<file path="config.mk">
export PLATFORM = sky130hd
export DESIGN_NAME = seg7_scanner
export DESIGN_NICKNAME = d
export VERILOG_FILES = /design/src/rtl/seg7_pkg.sv /design/src/rtl/seg7_decode.sv /design/src/rtl/seg7_scanner.sv
export SDC_FILE = /design/constraint.sdc
export NUM_CORES = 1
export LEC_CHECK = 0
export CAP_MARGIN = 20
export CELL_PAD_IN_SITES_DETAIL_PLACEMENT = 2
export CELL_PAD_IN_SITES_GLOBAL_PLACEMENT = 2
export CORE_MARGIN = 2
export CORE_UTILIZATION = 36
export DETAILED_ROUTE_END_ITERATION = 7
export PLACE_DENSITY_LB_ADDON = 0.1
export SLEW_MARGIN = 20
export SYNTH_ARGS = -nofsm -noshare
export SYNTH_HDL_FRONTEND = slang
export SYNTH_SLANG_ARGS = --single-unit
</file>
<file path="constraint.sdc">
create_clock -name CLK -period 3.3 [get_ports CLK]
set_clock_uncertainty 0.1 [all_clocks]
set_input_delay 0.66 -clock CLK [delete_from_list [all_inputs] [get_ports CLK]]
set_output_delay 0.66 -clock CLK [all_outputs]
set_load 0.02 [all_outputs]
</file>
<file path="src/rtl/seg7_pkg.sv">
// seg7_pkg: shared codes, patterns, scan FSM states and default timing for the
// 4-digit common-anode 7-segment display driver.
package seg7_pkg;

  // Digit codes with bit4 set; anything other than DASH is treated as blank.
  localparam logic [4:0] SEG7_CODE_DASH  = 5'h10;
  localparam logic [4:0] SEG7_CODE_BLANK = 5'h11;

  // Active-low cathode patterns: [7] dp, [6:0] g..a.
  localparam logic [7:0] SEG7_PAT_BLANK = 8'hFF;
  localparam logic [7:0] SEG7_PAT_DASH  = 8'hBF;

  // All anodes disabled (active-low).
  localparam logic [3:0] SEG7_AN_OFF = 4'b1111;

  // Default timing for a 50 MHz clock: 1 kHz per digit, 500-cycle dead
  // window, 0.25 s blink half-period.
  localparam int unsigned SEG7_SCAN_DIV    = 32'd50000;
  localparam int unsigned SEG7_DEAD_CYCLES = 32'd500;
  localparam int unsigned SEG7_BLINK_DIV   = 32'd12500000;

  // Per-slot scan state: anodes off first, then the digit is shown.
  typedef enum logic {
    SCAN_DEAD = 1'b0,
    SCAN_LIT  = 1'b1
  } scan_state_e;

endpackage

</file>
<file path="src/rtl/seg7_decode.sv">
// seg7_decode: combinational map from a 5-bit digit code to an active-low
// segment pattern, plus a flag marking codes that light nothing.
module seg7_decode
  import seg7_pkg::*;
(
  input  logic [4:0] code,
  output logic [7:0] pat,
  output logic       blank
);

  // Hex digits for bit4 = 0; dash or blank for the bit4 = 1 codes.
  always_comb begin
    pat   = SEG7_PAT_BLANK;
    blank = 1'b0;
    if (code[4] == 1'b0) begin
      case (code[3:0])
        4'h0:    pat = 8'hC0;
        4'h1:    pat = 8'hF9;
        4'h2:    pat = 8'hA4;
        4'h3:    pat = 8'hB0;
        4'h4:    pat = 8'h99;
        4'h5:    pat = 8'h92;
        4'h6:    pat = 8'h82;
        4'h7:    pat = 8'hF8;
        4'h8:    pat = 8'h80;
        4'h9:    pat = 8'h90;
        4'hA:    pat = 8'h88;
        4'hB:    pat = 8'h83;
        4'hC:    pat = 8'hC6;
        4'hD:    pat = 8'hA1;
        4'hE:    pat = 8'h86;
        4'hF:    pat = 8'h8E;
        default: pat = SEG7_PAT_BLANK;
      endcase
    end else if (code == SEG7_CODE_DASH) begin
      pat = SEG7_PAT_DASH;
    end else begin
      pat   = SEG7_PAT_BLANK;
      blank = 1'b1;
    end
  end

endmodule

</file>
<file path="src/rtl/seg7_scanner.sv">
// seg7_scanner: scans four digits one slot at a time, blanks the anodes for a
// dead window at the start of each slot, samples the digit code and blink
// state once per slot, and drives registered AN/SEG pins.
module seg7_scanner
  import seg7_pkg::*;
#(
  parameter int unsigned SCAN_DIV    = SEG7_SCAN_DIV,
  parameter int unsigned DEAD_CYCLES = SEG7_DEAD_CYCLES,
  parameter int unsigned BLINK_DIV   = SEG7_BLINK_DIV
) (
  input  logic        CLK,
  input  logic        RST_N,
  input  logic [19:0] SEG7DATA,
  input  logic [3:0]  SEG7BLINK,
  output logic [3:0]  AN,
  output logic [7:0]  SEG
);

  localparam int unsigned CNT_W = (SCAN_DIV > 32'd1) ? $clog2(SCAN_DIV) : 32'd1;
  localparam int unsigned BLK_W = (BLINK_DIV > 32'd1) ? $clog2(BLINK_DIV) : 32'd1;
  localparam logic [CNT_W-1:0] CNT_LAST   = CNT_W'(SCAN_DIV - 32'd1);
  localparam logic [CNT_W-1:0] CNT_SAMPLE = CNT_W'(DEAD_CYCLES - 32'd1);
  localparam logic [BLK_W-1:0] BLK_LAST   = BLK_W'(BLINK_DIV - 32'd1);

  logic [CNT_W-1:0] cnt_r;
  logic [1:0]       idx_r;
  logic [BLK_W-1:0] blk_cnt_r;
  logic             phase_r;
  scan_state_e      state_r;
  logic [4:0]       lat_code_r;
  logic             lat_blink_r;
  logic             lat_phase_r;
  logic [3:0]       an_r;
  logic [7:0]       seg_r;

  logic             sample_s;
  logic             wrap_s;
  logic [4:0]       live_code_s;
  logic             live_blink_s;
  logic [4:0]       dec_code_s;
  logic             use_blink_s;
  logic             use_phase_s;
  logic [7:0]       dec_pat_s;
  logic             dec_blank_s;
  logic [3:0]       an_lit_s;
  logic [7:0]       seg_lit_s;

  assign sample_s = (cnt_r == CNT_SAMPLE);
  assign wrap_s   = (cnt_r == CNT_LAST);

  // Select the current digit's code and blink bit, and feed the decoder with
  // the live slice on the sample edge or the latched code while lit.
  always_comb begin
    live_code_s  = SEG7DATA[4:0];
    live_blink_s = SEG7BLINK[0];
    case (idx_r)
      2'd0:    begin live_code_s = SEG7DATA[4:0];   live_blink_s = SEG7BLINK[0]; end
      2'd1:    begin live_code_s = SEG7DATA[9:5];   live_blink_s = SEG7BLINK[1]; end
      2'd2:    begin live_code_s = SEG7DATA[14:10]; live_blink_s = SEG7BLINK[2]; end
      2'd3:    begin live_code_s = SEG7DATA[19:15]; live_blink_s = SEG7BLINK[3]; end
      default: begin live_code_s = SEG7DATA[4:0];   live_blink_s = SEG7BLINK[0]; end
    endcase
    if (sample_s) begin
      dec_code_s  = live_code_s;
      use_blink_s = live_blink_s;
      use_phase_s = phase_r;
    end else begin
      dec_code_s  = lat_code_r;
      use_blink_s = lat_blink_r;
      use_phase_s = lat_phase_r;
    end
  end

  seg7_decode u_decode (
    .code  (dec_code_s),
    .pat   (dec_pat_s),
    .blank (dec_blank_s)
  );

  // Lit-window output value: dark for blank codes or the blink-off phase.
  always_comb begin
    an_lit_s  = SEG7_AN_OFF;
    seg_lit_s = SEG7_PAT_BLANK;
    if (dec_blank_s || (use_blink_s && use_phase_s)) begin
      an_lit_s  = SEG7_AN_OFF;
      seg_lit_s = SEG7_PAT_BLANK;
    end else begin
      an_lit_s  = ~(4'b0001 << idx_r);
      seg_lit_s = dec_pat_s;
    end
  end

  // Slot counter and digit index; the index advances when the slot wraps.
  always_ff @(posedge CLK or negedge RST_N) begin
    if (!RST_N) begin
      cnt_r <= {CNT_W{1'b0}};
      idx_r <= 2'd0;
    end else if (wrap_s) begin
      cnt_r <= {CNT_W{1'b0}};
      idx_r <= idx_r + 2'd1;
    end else begin
      cnt_r <= cnt_r + CNT_W'(1);
    end
  end

  // Free-running blink counter; phase flips on every wrap.
  always_ff @(posedge CLK or negedge RST_N) begin
    if (!RST_N) begin
      blk_cnt_r <= {BLK_W{1'b0}};
      phase_r   <= 1'b0;
    end else if (blk_cnt_r == BLK_LAST) begin
      blk_cnt_r <= {BLK_W{1'b0}};
      phase_r   <= ~phase_r;
    end else begin
      blk_cnt_r <= blk_cnt_r + BLK_W'(1);
    end
  end

  // DEAD/LIT slot FSM with sample latches and registered pin drivers.
  always_ff @(posedge CLK or negedge RST_N) begin
    if (!RST_N) begin
      state_r     <= SCAN_DEAD;
      lat_code_r  <= SEG7_CODE_BLANK;
      lat_blink_r <= 1'b0;
      lat_phase_r <= 1'b0;
      an_r        <= SEG7_AN_OFF;
      seg_r       <= SEG7_PAT_BLANK;
    end else begin
      case (state_r)
        SCAN_DEAD: begin
          if (sample_s) begin
            state_r     <= SCAN_LIT;
            lat_code_r  <= live_code_s;
            lat_blink_r <= live_blink_s;
            lat_phase_r <= phase_r;
            an_r        <= an_lit_s;
            seg_r       <= seg_lit_s;
          end else begin
            an_r  <= SEG7_AN_OFF;
            seg_r <= SEG7_PAT_BLANK;
          end
        end
        SCAN_LIT: begin
          if (wrap_s) begin
            state_r <= SCAN_DEAD;
            an_r    <= SEG7_AN_OFF;
            seg_r   <= SEG7_PAT_BLANK;
          end else begin
            an_r  <= an_lit_s;
            seg_r <= seg_lit_s;
          end
        end
        default: begin
          state_r <= SCAN_DEAD;
          an_r    <= SEG7_AN_OFF;
          seg_r   <= SEG7_PAT_BLANK;
        end
      endcase
    end
  end

  assign AN  = an_r;
  assign SEG = seg_r;

endmodule

</file>
==> impl_metrics.env, run 1 <==
export IMPL_p_per_area_nw_per_um2=373
export IMPL_grt_ovfl_total=0
export IMPL_post_route_util=0.455
export IMPL_clk_pin_slew_ns=0.08
export IMPL_p_switching_mw=0.357
export IMPL_root_buffer="clkbuf_8"
export IMPL_top_layer="met4"
export IMPL_synthMostInstantiatedCell="dfrtp_1"
export IMPL_ys_top_cells_by_count="dfrtp_1 (49), nand2_1 (36), nor2_1 (32), xnor2_1 (23), nand3_1 (16)"
export IMPL_ys_seq_elements=62
export IMPL_max_stage_delay_ns=0.45
export IMPL_cts_max_path_buffers=2
export IMPL_antenna_found_initial=0
export IMPL_grt_max_degree=27
export IMPL_dp_hpwl_mm=7.27
export IMPL_pwr_share_seq=0.483
export IMPL_ios=38
export IMPL_clk_latency_ns=0.34
export IMPL_ys_warn_count=0
export IMPL_drc=0
export IMPL_drt_pass1_iter_count=5
export IMPL_area_growth_pct=21.9
export IMPL_pwr_share_comb=0.042
export IMPL_hold_viol_final=0
export IMPL_stdcell_area_um2=4220
export IMPL_drv_slew=0
export IMPL_wirelength_met1_mm=4.59
export IMPL_wl_mm=9.95
export IMPL_final_setup_worst_slack_ns=0.291
export IMPL_wl_met3_um=275
export IMPL_vias=2900
export IMPL_ys_seq_area_frac=0.453
export IMPL_core_rowCount=35
export IMPL_detail_route_antenna_nets=0
export IMPL_grt_pass1_wl_mm=16.7
export IMPL_ys_types=56
export IMPL_nets=440
export IMPL_core_um2=9280
export IMPL_fin_crit_sh=0.912
export IMPL_critPathSlowestCell="a222oi_1"
export IMPL_num_antenna_cells=0
export IMPL_synthFlopType="dfrtp_1"
export IMPL_power_leakage_nw=1.78
export IMPL_grt_pass1_vias=3207
export IMPL_die_area_um2=10400
export IMPL_clock_sinks=62
export IMPL_wl_met2_mm=4.99
export IMPL_grt_setup_unrepaired="no"
export IMPL_relSlewSlack=0.361
export IMPL_via_per_inst=5.42
export IMPL_layout_min_cycle_time_ns=3.01
export IMPL_synth_area_leaders="dfrtp_1 (35%), dfstp_2 (9.9%), xnor2_1 (5.8%)"
export IMPL_cts_tree="done"
export IMPL_yosys_area_top_type="dfrtp_1"
export IMPL_post_place_ws_ns=-0.0416
export IMPL_synth_top_area_share=0.354
export IMPL_path_max_fanout=7
export IMPL_finalPower_mw=1.57
export IMPL_p_clk_frac=0.475
export IMPL_ff2ff_path_depth=13
export IMPL_min_path_type="in2async"
export IMPL_async_reset_ff_frac=1.00
export IMPL_syn_inst=355
export IMPL_worst_pin_slew_ns=0.950
export IMPL_drive_gt1_frac=0.131
export IMPL_p_int_mw=1.22
export IMPL_holdBufCountCts=0
export IMPL_die_h_um=102
export IMPL_synth_net_count=394
export IMPL_max_vdd_ir_drop_mv=0.246
export IMPL_io_buffers=36
export IMPL_maxCapViolations=0
export IMPL_endpoint_kind="flop"
export IMPL_grt_usage=0.210
export IMPL_fill_cells=996
export IMPL_crit_type="reg2reg"
export IMPL_drtIter0Drc=147
export IMPL_required_ns=3.43
export IMPL_wl_per_cell_um=18.6
export IMPL_setup_viol_count_final=0
export IMPL_fmax_ghz=0.332
export IMPL_status="finished, final reports clean"
export IMPL_postSynthAreaPerCell_um2=9.75
export IMPL_cp_arrival_ns=3.13
export IMPL_synth_edff_count=0
export IMPL_die_w_um=102
export IMPL_crit_path_start_kind="flop"
export IMPL_crit_chain="inv_1, ha_1, a222oi_1, nand2_1, o21ai_0, o21a_1, buf_4, inv_1, ha_1, mux2i_1, a21oi_1, o21ai_0, o31ai_1"
export IMPL_setup_tns_ns=0
export IMPL_placed_cell_area_um2=4000
export IMPL_switching_share=0.227
export IMPL_synth_area_um2=3460
export IMPL_htreeDepth=3
export IMPL_initial_core_util=0.373
export IMPL_gp_congestion=0.745
export IMPL_numCtsBuffers=9
[cell families (layout without fill, tap and decap cells)]
kind of cell,Yosys count,in the layout,synth area share
fa+ha+maj,13,13,0.0470
compound gates,53,53,0.106
flops,62,62,0.453
simple gates,153,153,0.236
xor+xnor,38,38,0.0962
mux,8,8,0.0242
buf+inv,27,78,0.0365
other cells,1,1,0.00108
[power by group through the flow]
stage	clock (mW)	sequential (mW)	combinational, mW
after CTS	0.778	0.760	0.0683
after detailed placement	0	0.774	0.0679
after floorplan	0	0.775	0.0120
after global routing	0.812	0.760	0.0739
after global placement	0	0.774	0.0666
final	0.748	0.760	0.0668
[cells in the final DEF, fill, tap and decap left out, drive strengths merged, types with 6 or more instances in the layout]
master and instances:
buf 13, xor2 15, nand4 13, inv 14
a21oi 7, dfstp 13, nor3 16, ha 13
nor4 6, dfrtp 49, nor2 32, clkdlybuf4s50 35
xnor2 23, nand2 36, nand3 16, o21ai 15
clkbuf 10
[final timing paths]
check / endpoint / from / slack (ns)
max: SEG[0]$_DFF_PN1_ / idx_r[0]$_DFFE_PN0N_ / 0.29
min: blk_cnt_r[8]$_DFF_PN0_ / RST_N / 0.17
max reg2reg: SEG[0]$_DFF_PN1_ / idx_r[0]$_DFFE_PN0N_ / 0.29
min reg2reg: cnt_r[0]$_DFF_PN0_ / cnt_r[0]$_DFF_PN0_ / 0.40
max in group asynchronous: SEG[3]$_DFF_PN1_ / RST_N / 2.14
min in group CLK: cnt_r[0]$_DFF_PN0_ / cnt_r[0]$_DFF_PN0_ / 0.40
[layout make-up]
cell class	count	area [um^2]	area share
Multi-Input combinational cell	266	1780	0.422
Sequential cell	62	1570	0.371
Timing Repair Buffer	48	445	0.106
Tap cell	129	161	0.0382
Clock buffer	10	128	0.0302
Clock inverter	6	86.3	0.0205
Inverter	14	52.6	0.0125
[layer usage]
layer,track usage,up-vias
li1,-,1353
met5,0,-
met3,0.0424,8
met1,0.280,1508
met2,0.352,31
met4,0.0523,0
[per-stage QoR]
step	hold slack (ns)	instances
after floorplan	0.264	355
after global placement	0.364	519
after detailed placement	0.382	519
after CTS	0.164	535
after global routing	0.176	535
final	0.166	535
[worst max-delay path: cells and delay by family, from the launching register on]
kind                       cells  cell delay (ns)
buffers and inverters          3             0.32
DFF                            1             0.43
and+or+nand+nor                1             0.11
adders and majority gates      2             0.60
AOI/OAI and AO/OA              6             1.15
muxes                          1             0.18
[registers in the layout, summed over array words and instances (netlist names)]
signal and cells:
AN 4, SEG 7, blk_cnt_r 24, cnt_r 16, idx_r 2, lat_blink_r 1
lat_code_r 5, lat_phase_r 1, phase_r 1, state_r 1
[timing repair]
action	CTS	global route
gates resized for setup	0	2
setup buffers	0	0
hold endpoints to repair	0	0
setup endpoints to repair	0	6
Note: power is estimated with default switching activity, not from simulation.
==> run 2, diff against run 1 <==
- CORE_MARGIN: 2 -> 3
- SLEW_MARGIN: 20 -> not set
==> run 2 against run 1 <==
Non-clock buffer count rose by 2. Clock power fell by 7.5%. Largest cell class unchanged. Sequential share of layout area fell by 0.12 points. Sequential power barely moved. Worst setup slack improved by 0.035 ns. Highest routed layer unchanged. Via count barely moved. Utilization rose by 0.15 points. Critical endpoint is now SEG[6]$_DFF_PN1_.
==> impl_metrics.env, run 2 (synthesis gave the netlist of run 1 again) <==
export IMPL_power_leakage_nw=1.79
export IMPL_grt_usage=0.193
export IMPL_initial_core_util=0.373
export IMPL_hold_viol_final=0
export IMPL_ios=38
export IMPL_fill_cells=1031
export IMPL_switching_share=0.223
export IMPL_wl_mm=9.96
export IMPL_p_int_mw=1.18
export IMPL_path_max_fanout=7
export IMPL_required_ns=3.44
export IMPL_largest_register_ffs=24
export IMPL_relSlewSlack=0.470
export IMPL_wl_per_cell_um=18.6
export IMPL_drv_slew=0
export IMPL_die_area_um2=10800
export IMPL_min_path_type="in2async"
export IMPL_hold_ws_ns=0.305
export IMPL_status="finished, final reports clean"
export IMPL_core_rowCount=35
export IMPL_die_h_um=104
export IMPL_numCtsBuffers=9
export IMPL_cts_max_path_buffers=2
export IMPL_dp_hpwl_mm=7.17
export IMPL_gp_congestion=0.779
export IMPL_worst_pin_slew_ns=0.795
export IMPL_pwr_share_seq=0.500
export IMPL_drive_gt1_frac=0.135
export IMPL_p_switching_mw=0.339
export IMPL_grt_ovfl_total=0
export IMPL_fmax_ghz=0.336
export IMPL_antenna_found_initial=0
export IMPL_grt_pass1_vias=3225
export IMPL_drc=0
export IMPL_root_buffer="clkbuf_8"
export IMPL_endpoint_kind="flop"
export IMPL_max_vdd_ir_drop_mv=0.175
export IMPL_multiInputGateArea_um2=1780
export IMPL_cts_tree="done"
export IMPL_crit_path_start_kind="flop"
export IMPL_wirelength_met1_mm=4.55
export IMPL_nets=442
export IMPL_layout_min_cycle_time_ns=2.97
export IMPL_cp_arrival_ns=3.12
export IMPL_crit_type="reg2reg"
export IMPL_drt_pass1_iter_count=4
export IMPL_area_growth_pct=22.3
export IMPL_fin_crit_sh=0.901
export IMPL_grt_pass1_wl_mm=16.8
export IMPL_core_um2=9280
export IMPL_die_w_um=104
export IMPL_post_route_util=0.456
export IMPL_mostFrequentLayoutCell="dfrtp_1"
export IMPL_wl_met2_mm=5.08
export IMPL_grt_max_degree=35
export IMPL_top_layer="met4"
export IMPL_drtIter0Drc=114
export IMPL_finalPower_mw=1.52
export IMPL_io_buffers=36
export IMPL_final_cell_mix="dfrtp_1 (49), nand2_1 (36), clkdlybuf4s50_1 (35)"
export IMPL_wl_met3_um=219
export IMPL_seq_area_um2=1570
export IMPL_grt_setup_unrepaired="no"
export IMPL_via_per_inst=5.40
export IMPL_stdcell_area_um2=4230
export IMPL_regMostFlops="blk_cnt_r"
export IMPL_placed_cell_area_um2=4010
export IMPL_p_per_area_nw_per_um2=359
export IMPL_setup_viol_count_final=0
export IMPL_maxCapViolations=0
export IMPL_clock_sinks=62
export IMPL_vias=2901
export IMPL_holdBufCountCts=0
export IMPL_htreeDepth=3
export IMPL_clk_pin_slew_ns=0.07
export IMPL_num_antenna_cells=0
export IMPL_pwr_share_comb=0.044
export IMPL_p_clk_frac=0.455
export IMPL_clk_latency_ns=0.34
export IMPL_detail_route_antenna_nets=0
run 2: cell count changes in the layout (fill, tap and decap cells not counted):
cell,before,now
buf_12,0,1
buf_4,12,13
clkinv_4,1,0
o21ai_1,0,1
clkbuf_8,9,11
o21ai_0,15,14
bufinv_16,2,1
clkinvlp_4,1,0
clkinv_2,2,3
run 2: layer usage:
layer	vias up	global-route usage
met4	0	0.0456
met3	12	0.0397
li1	1360	-
met2	27	0.337
met1	1502	0.245
met5	-	0
run 2: repair_timing:
item	in CTS	in global routing
resized for setup	0	3
buffers inserted	0	2
endpoints found under the setup margin	0	6
endpoints found under the hold margin	0	0
run 2: critical path, cell delays in order (launching register included):
cell and delay (ns):
dfrtp_1 0.38, inv_1 0.10, ha_1 0.28, a222oi_1 0.39, nand2_1 0.13, o21ai_1 0.16, o21a_1 0.25, ha_1 0.25
inv_1 0.09, o31ai_1 0.22, nand4_1 0.15, o31ai_2 0.17, o2111ai_1 0.19
run 2: stage by stage:
step / setup TNS, ns / instances / worst slack [ns]
global placement: 0 / 519 / 0.0702
floorplan: 0 / 355 / 0.739
detailed placement: -0.152 / 519 / -0.103
finish: 0 / 537 / 0.326
global route: 0 / 537 / 0.103
CTS: 0 / 535 / 0.0276
run 2: final timing paths:
path	startpoint	end	slack [ns]	depth (start not counted)
setup / recovery	idx_r[1]$_DFFE_PN0N_	SEG[6]$_DFF_PN1_	0.33	12
hold / removal	RST_N	idx_r[0]$_DFFE_PN0N_	0.30	1
setup reg to reg	idx_r[1]$_DFFE_PN0N_	SEG[6]$_DFF_PN1_	0.33	12
hold reg to reg	blk_cnt_r[0]$_DFF_PN0_	blk_cnt_r[0]$_DFF_PN0_	0.40	1
max in group asynchronous	RST_N	SEG[6]$_DFF_PN1_	2.09	2
min in group CLK	blk_cnt_r[0]$_DFF_PN0_	blk_cnt_r[0]$_DFF_PN0_	0.40	1
run 2: final cells by class:
class                   count  area share
clock buffers              12      0.0366
clock inverters             4      0.0106
inverters                  14      0.0124
multi-input cells         266       0.420
flip-flops and latches     62       0.370
well taps                 129      0.0381
repair buffers             50       0.112
run 2: power by group through the flow:
| stage | logic (mW) | registers, mW | clock network (mW) |
|---|---|---|---|
| 6_report | 0.0677 | 0.760 | 0.692 |
| 5_1_grt | 0.0741 | 0.760 | 0.751 |
| 4_1_cts | 0.0690 | 0.760 | 0.714 |
| 3_5_place_dp | 0.0683 | 0.774 | 0 |
| 3_3_place_gp | 0.0671 | 0.774 | 0 |
| 2_1_floorplan | 0.0120 | 0.775 | 0 |
==> run 3, diff against run 2 <==
- CORE_MARGIN: 3 -> 2
==> results of run 3 <==
No change in the layout: final DEF, timing and power equal those of run 1.
